--- config.mk ---
export PLATFORM = sky130hd
export DESIGN_NAME = bullet_pool_arbiter
export DESIGN_NICKNAME = d
export VERILOG_FILES = /design/src/rtl/game_pkg.sv /design/src/rtl/rr_arbiter.sv /design/src/rtl/bullet_pool_arbiter.sv
export SDC_FILE = /design/constraint.sdc
export NUM_CORES = 1
export LEC_CHECK = 0
export CELL_PAD_IN_SITES_DETAIL_PLACEMENT = 2
export CELL_PAD_IN_SITES_GLOBAL_PLACEMENT = 2
export CORE_ASPECT_RATIO = 1.25
export CORE_MARGIN = 2
export CORE_UTILIZATION = 33
export CTS_BUF_LIST = sky130_fd_sc_hd__clkbuf_4
export DETAILED_ROUTE_END_ITERATION = 10
export PLACE_DENSITY = 0.84
export SYNTH_ARGS = -nofsm -noshare
export SYNTH_HDL_FRONTEND = slang
export SYNTH_HIERARCHICAL = 1
export SYNTH_SLANG_ARGS = --single-unit
--- constraint.sdc ---
create_clock -name clk25 -period 16.2 [get_ports clk25]
set_input_delay 2.43 -clock clk25 [delete_from_list [all_inputs] [get_ports clk25]]
set_output_delay 2.43 -clock clk25 [all_outputs]
set_load 0.05 [all_outputs]
--- src/rtl/game_pkg.sv ---
// Shared game constants used by the bullet pool, enemy controllers and sprite
// renderer, plus the index-width helper used to size slot/requester indices.
package game_pkg;

  localparam int COORD_W  = 10;
  localparam int SCREEN_W = 640;
  localparam int SCREEN_H = 480;

  // Width of an index able to address n items; never narrower than one bit.
  function automatic int idx_w(input int n);
    return (n > 1) ? $clog2(n) : 1;
  endfunction

endpackage

--- src/rtl/rr_arbiter.sv ---
// Combinational round-robin arbiter: scans the requests starting at ptr and
// returns the first asserted one as a one-hot grant plus its index. When en is
// low nothing is granted.
module rr_arbiter
  import game_pkg::*;
#(
  parameter int REQ_COUNT = 2,
  localparam int PTR_W = idx_w(REQ_COUNT)
) (
  input  logic [REQ_COUNT-1:0] req,
  input  logic [PTR_W-1:0]     ptr,
  input  logic                 en,
  output logic [REQ_COUNT-1:0] grant,
  output logic [PTR_W-1:0]     winner,
  output logic                 valid
);

  int idx;

  // Rotating scan from ptr; the first asserted request wins.
  always_comb begin
    grant  = '0;
    winner = '0;
    valid  = 1'b0;
    idx    = 0;
    if (en) begin
      for (int i = 0; i < REQ_COUNT; i++) begin
        idx = int'(ptr) + i;
        if (idx >= REQ_COUNT) idx = idx - REQ_COUNT;
        if (!valid && req[PTR_W'(idx)]) begin
          valid                = 1'b1;
          winner               = PTR_W'(idx);
          grant[PTR_W'(idx)]   = 1'b1;
        end
      end
    end
  end

endmodule

--- src/rtl/bullet_pool_arbiter.sv ---
// Shared player bullet pool: round-robin fire arbitration, lowest-free-slot
// allocation, periodic upward motion, and retirement on hit or top exit.
// Optional per-requester fire cooldown is compiled in with BULLET_COOLDOWN_EN.
module bullet_pool_arbiter
  import game_pkg::*;
#(
  parameter int BULLET_COUNT    = 8,
  parameter int REQ_COUNT       = 2,
  parameter int MOVE_PERIOD     = 416667,
  parameter int BULLET_SPEED    = 4,
  parameter int COOLDOWN_CYCLES = 3125000
) (
  input  logic                            clk25,
  input  logic                            reset,
  input  logic [REQ_COUNT-1:0]            fire_req,
  input  logic [COORD_W*REQ_COUNT-1:0]    fire_x_flat,
  input  logic [COORD_W*REQ_COUNT-1:0]    fire_y_flat,
  output logic [REQ_COUNT-1:0]            fire_grant,
  input  logic [BULLET_COUNT-1:0]         bullet_hit,
  output logic [COORD_W*BULLET_COUNT-1:0] bullet_x_flat,
  output logic [COORD_W*BULLET_COUNT-1:0] bullet_y_flat,
  output logic [BULLET_COUNT-1:0]         bullet_active_flat,
  output logic                            pool_full
);

  localparam int SLOT_W = idx_w(BULLET_COUNT);
  localparam int PTR_W  = idx_w(REQ_COUNT);
  localparam int TICK_W = $clog2(MOVE_PERIOD);
  localparam logic [TICK_W-1:0]  TICK_LAST = TICK_W'(MOVE_PERIOD - 1);
  localparam logic [COORD_W-1:0] SPEED     = COORD_W'(BULLET_SPEED);

  logic [BULLET_COUNT-1:0] active_q, active_d;
  logic [COORD_W-1:0]      x_q [BULLET_COUNT];
  logic [COORD_W-1:0]      x_d [BULLET_COUNT];
  logic [COORD_W-1:0]      y_q [BULLET_COUNT];
  logic [COORD_W-1:0]      y_d [BULLET_COUNT];
  logic [PTR_W-1:0]        rr_ptr_q, rr_ptr_d;
  logic [TICK_W-1:0]       tick_cnt_q, tick_cnt_d;
  logic [REQ_COUNT-1:0]    grant_q, grant_d;
  logic                    pool_full_q, pool_full_d;

  logic                    tick;
  logic [BULLET_COUNT-1:0] free_mask;
  logic [SLOT_W-1:0]       target_idx;
  logic                    target_ok;
  logic [REQ_COUNT-1:0]    eligible;
  logic [REQ_COUNT-1:0]    arb_grant;
  logic [PTR_W-1:0]        arb_winner;
  logic                    arb_valid;
  logic [COORD_W-1:0]      spawn_x, spawn_y;

  // Free slots come from registered state only, so a slot retired this cycle
  // cannot be handed out until the following cycle.
  assign free_mask = ~active_q;

  // Lowest-index free slot is the allocation target.
  always_comb begin
    target_idx = '0;
    target_ok  = 1'b0;
    for (int s = 0; s < BULLET_COUNT; s++) begin
      if (!target_ok && free_mask[s]) begin
        target_ok  = 1'b1;
        target_idx = SLOT_W'(s);
      end
    end
  end

`ifdef BULLET_COOLDOWN_EN
  localparam int CD_W = (COOLDOWN_CYCLES > 1) ? $clog2(COOLDOWN_CYCLES) : 1;
  localparam logic [CD_W-1:0] CD_LOAD = CD_W'(COOLDOWN_CYCLES - 1);

  logic [CD_W-1:0] cd_q [REQ_COUNT];
  logic [CD_W-1:0] cd_d [REQ_COUNT];

  // Per-requester cooldown: reload on grant, count down to zero, eligible at zero.
  always_comb begin
    for (int r = 0; r < REQ_COUNT; r++) begin
      eligible[r] = (cd_q[r] == '0);
      cd_d[r]     = cd_q[r];
      if (arb_grant[r]) begin
        cd_d[r] = CD_LOAD;
      end else if (cd_q[r] != '0) begin
        cd_d[r] = cd_q[r] - 1'b1;
      end
    end
  end

  // Cooldown counter registers.
  always_ff @(posedge clk25 or posedge reset) begin
    if (reset) begin
      for (int r = 0; r < REQ_COUNT; r++) cd_q[r] <= '0;
    end else begin
      for (int r = 0; r < REQ_COUNT; r++) cd_q[r] <= cd_d[r];
    end
  end
`else
  // Without cooldown every requester is always eligible.
  always_comb begin
    eligible = '1;
  end
`endif

  rr_arbiter #(
    .REQ_COUNT (REQ_COUNT)
  ) u_rr_arbiter (
    .req    (fire_req & eligible),
    .ptr    (rr_ptr_q),
    .en     (target_ok),
    .grant  (arb_grant),
    .winner (arb_winner),
    .valid  (arb_valid)
  );

  // Spawn coordinates of the winning requester.
  always_comb begin
    spawn_x = '0;
    spawn_y = '0;
    for (int r = 0; r < REQ_COUNT; r++) begin
      if (arb_grant[r]) begin
        spawn_x = fire_x_flat[r*COORD_W +: COORD_W];
        spawn_y = fire_y_flat[r*COORD_W +: COORD_W];
      end
    end
  end

  // Move-tick counter, pointer advance and grant pulse.
  always_comb begin
    tick       = (tick_cnt_q == TICK_LAST);
    tick_cnt_d = tick ? '0 : tick_cnt_q + 1'b1;
    rr_ptr_d   = rr_ptr_q;
    if (arb_valid) begin
      rr_ptr_d = (int'(arb_winner) == REQ_COUNT - 1) ? '0 : arb_winner + 1'b1;
    end
    grant_d = arb_grant;
  end

  // Per-slot update; a hit beats everything, a fresh spawn is not moved by a
  // coincident tick, and a bullet that would cross the top is retired rather
  // than letting y wrap.
  always_comb begin
    for (int s = 0; s < BULLET_COUNT; s++) begin
      active_d[s] = active_q[s];
      x_d[s]      = x_q[s];
      y_d[s]      = y_q[s];
      if (bullet_hit[s] && active_q[s]) begin
        active_d[s] = 1'b0;
      end else if (arb_valid && (SLOT_W'(s) == target_idx)) begin
        active_d[s] = 1'b1;
        x_d[s]      = spawn_x;
        y_d[s]      = spawn_y;
      end else if (tick && active_q[s]) begin
        if (y_q[s] < SPEED) begin
          active_d[s] = 1'b0;
        end else begin
          y_d[s] = y_q[s] - SPEED;
        end
      end
    end
    pool_full_d = &active_d;
  end

  // State registers.
  always_ff @(posedge clk25 or posedge reset) begin
    if (reset) begin
      active_q    <= '0;
      rr_ptr_q    <= '0;
      tick_cnt_q  <= '0;
      grant_q     <= '0;
      pool_full_q <= 1'b0;
      for (int s = 0; s < BULLET_COUNT; s++) begin
        x_q[s] <= '0;
        y_q[s] <= '0;
      end
    end else begin
      active_q    <= active_d;
      rr_ptr_q    <= rr_ptr_d;
      tick_cnt_q  <= tick_cnt_d;
      grant_q     <= grant_d;
      pool_full_q <= pool_full_d;
      for (int s = 0; s < BULLET_COUNT; s++) begin
        x_q[s] <= x_d[s];
        y_q[s] <= y_d[s];
      end
    end
  end

  // Flatten slot state onto the output buses.
  always_comb begin
    for (int s = 0; s < BULLET_COUNT; s++) begin
      bullet_x_flat[s*COORD_W +: COORD_W] = x_q[s];
      bullet_y_flat[s*COORD_W +: COORD_W] = y_q[s];
    end
  end

  assign bullet_active_flat = active_q;
  assign fire_grant         = grant_q;
  assign pool_full          = pool_full_q;

endmodule

==> results by group <==
Floorplanning
  • Ports: 223
  • Die area: 0.0282 mm2
  • Die Width: 151 um
  • Initial core utilization: 33.3%
  • Row Count: 67
  • Core footprint: 0.0266 mm2
  • Die Y: 187 um

Power
  • Psw: 0.000824 W
  • VDD IR max: 0.108 mV
  • Sequential Power Share: 37.5%
  • Clock share of power: 16.1%
  • Pwr per Cell Area: 149 mW/mm2
  • Cell leakage power: 4.89 nW
  • Logic pwr share: 46.4%
  • Cell Int Power: 0.000920 W
  • Sw frac: 47.2%

Worst setup path
  • Crit-path max FO: 24
  • Cell family with most CP delay: simple AND/OR/NAND/NOR gates
  • R2R Path Start: bullet_active_flat[5]$_DFF_PP0_
  • Flop-to-flop setup slack: 12780 ps
  • CP most frequent cell: nand2_1
  • R2r endpoint: bullet_x_flat[5]$_DFFE_PP0P_
  • Crit-path slowest cell: nand2_1
  • Biggest cell delay along the critical path: 650 ps
  • Crit-path cells: clkdlybuf4s50_1 -> and2_1 -> a21boi_0 -> o211a_1 -> nand2_1 -> nand2_1 -> o21ai_0
  • CP arrival: 5230 ps
  • CP startpoint kind: input pin
  • Critical Path RT: 16690 ps
  • FF-to-FF path depth: 8
  • CP Buf/Inv Count: 1
  • Crit end category: flip-flop
  • CP Class: in -> reg

Clocking
  • Num Clock Sinks: 191
  • Post-CTS Repair Setup Buffers: 0
  • H-tree levels: 4
  • CTS root buffer: clkbuf_4
  • # hold bufs at CTS: 0
  • PostCTS Resize Cnt: 0
  • Clock Tree Buf Depth: 2
  • CTS clk-pin slew, worst paths: 170 ps
  • CTS tree: built
  • CTS Buf Count: 17
  • Clk Latency, worst-skew pair: 650 ps

Synthesis
  • Ys flop type: dfrtp_1
  • Cell Area, Synth: 0.00886 mm2
  • Number of distinct library cells after synthesis: 64
  • Most frequent cell after synthesis: dfrtp_1
  • Largest area contributor in the netlist: dfrtp_1
  • Synth top cells by count: dfrtp_1 (191), nor2_1 (126), nand2_1 (108)
  • Post-synthesis sequential area ratio: 53.9%
  • Share of the synthesized area in the top cell type: 53.9%
  • Async SR Flop Fraction: 100%
  • Number of flops mapped to enable cells by yosys: 0
  • Post-Syn Area per Cell: 9.50 um2
  • Syn_nets: 995
  • Gate Count Post-Synth: 933
  • Synth area leaders: dfrtp_1 (54%), nor2_1 (5.3%), a21oi_1 (5.3%)
  • Seq cells post-synth: 191
  • Synth warn: 6

Timing
  • Minimum clock period: 4740 ps
  • Max Slew Vio Count: 0
  • RSZ-0062 raised after global routing: no
  • Fmax: 0.211 GHz
  • Slew @ Worst Pin: 1040 ps
  • Worst Skew: 38.4 ps
  • Worst rel slew slack: 30.9%
  • Setup-failing EPs final: 0
  • Final period utilization: 29.3%
  • Total negative setup slack: 0 ps
  • Endpoints failing hold: 0

Cells and area
  • Seq. cell area: 0.00478 mm2
  • Final #Nets: 1201
  • Area of the multi-input gates: 0.00380 mm2
  • Fillers: 2862
  • Share of layout cells above drive strength 1: 6.34%
  • Area Growth Syn to Fin: 32.2%
  • Core Util, Final: 44.1%

Detailed routing
  • Pre-antenna DRT Iters: 4
  • Final wirelength: 32.5 mm
  • Vias: 7925
  • Antenna viol nets, final: 0
  • Routed vias/inst: 5.29
  • DRC: 0
  • Avg WL per Cell: 21.7 um
  • DRT iter0 DRCs: 242

GRT
  • Vias in the first global route: 8722
  • Antenna violations before repair: 2
  • GRT overflow: 0
  • Total GRT Usage: 23.6%
  • Largest net degree at the start of global routing: 116
  • First-pass GRT wire length: 50.7 mm

Min path
  • Min-delay src: tick_cnt_q[0]$_DFF_PP0_
  • Hold Path Class: reg -> reg
  • Hold EP: tick_cnt_q[0]$_DFF_PP0_
  • Worst hold path depth: 1

Flow run
  • Max-cap viol count: 0

Place
  • Detailed placement HPWL: 23.1 mm
  • Global placement routability congestion: 0.807
  • Port Buffers: 221

Run status
  • Outcome: finished clean
## through the flow
stage	hold WS, ps	total power, W	worst slack (ps)	cells	area [um2]
6_report	511	0.00174	11460	1499	11700
5_1_grt	535	0.00184	11170	1499	11700
4_1_cts	511	0.00176	11500	1497	11700
3_5_place_dp	476	0.00147	10860	1465	11400
3_3_place_gp	460	0.00144	11040	1465	11400
2_1_floorplan	446	0.00117	8570	933	8860
## kinds of logic (layout without fill, tap and decap cells)
kind of cell	count (synthesis)	after routing	synth area share [%]
AND/OR/NAND/NOR	360	360	19.9
XOR/XNOR	66	66	6.52
other	1	3	0.0423
flip-flops	191	191	53.9
buffers and inverters	72	291	3.19
adder cells (fa/ha/maj)	10	10	1.41
multiplexers	2	2	0.240
AO/OA/AOI/OAI	231	231	14.8
## metal layers
layer	GRT usage [%]	vias up	share of wire (%)
met1	26.3	4072	37
li1	-	3623	-
met5	0	-	0
met3	7.85	43	7.2
met2	42.0	187	53
met4	7.80	0	2.4
## power by group through the flow
stage	Combinational (W)	Sequential (W)	Clock, W
floorplan	0.000201	0.000966	0
global placement	0.000785	0.000657	0
detailed placement	0.000809	0.000663	0
CTS	0.000814	0.000655	0.000290
global route	0.000863	0.000668	0.000305
finish	0.000808	0.000654	0.000282
## cells in the final DEF, fill, tap and decap left out, types with 3 or more instances in the layout
master,Yosys,layout
clkdlybuf4s50_1,0,221
dfrtp_1,191,191
nor2_1,126,125
nand2_1,108,108
a21oi_1,93,93
o21ai_0,83,83
xnor2_1,42,42
inv_1,26,25
xor2_1,24,24
nand3_1,21,21
clkbuf_4,0,18
nor3_1,15,15
a22oi_1,12,12
buf_4,2,12
nor4_1,11,11
or3_1,11,11
nand4_1,10,10
ha_1,10,10
a31oi_1,8,8
and3_1,7,7
nor3b_1,7,7
a22o_1,7,7
nand2b_1,6,6
o21ai_1,6,6
inv_6,0,5
and2_1,4,4
and3_2,4,4
clkinv_2,0,4
and4_1,3,3
inv_8,0,3
nand3_2,3,3
## cell type report
class / instances / share of cell area (%)
flip-flops and latches: 191 / 40.8
multi-input cells: 670 / 32.5
repair buffers: 233 / 19.6
well taps: 345 / 3.68
clock inverters: 14 / 1.32
clock buffers: 18 / 1.15
inverters: 26 / 0.897
diodes: 2 / 0.0427
## flip-flops by register name (all words and copies together), names as in the netlist
signal and count:
tick_cnt_q 19, bullet_active_flat 8, bullet_x_flat 80, pool_full 1, fire_grant 2, bullet_y_flat 80, rr_ptr_q 1
## how the worst max path moves through the flow
stage,from,endpoint,cells after the start
detailed placement,fire_req[0],bullet_x_flat[0]$_DFFE_PP0P_,7
floorplan,reset,bullet_active_flat[0]$_DFF_PP0_,1
global placement,fire_req[0],bullet_x_flat[0]$_DFFE_PP0P_,7
global route,fire_req[0],bullet_x_flat[5]$_DFFE_PP0P_,7
CTS,fire_req[0],bullet_x_flat[5]$_DFFE_PP0P_,7
finish,fire_req[0],bullet_x_flat[5]$_DFFE_PP0P_,7
(Power assumes the default switching activity.)
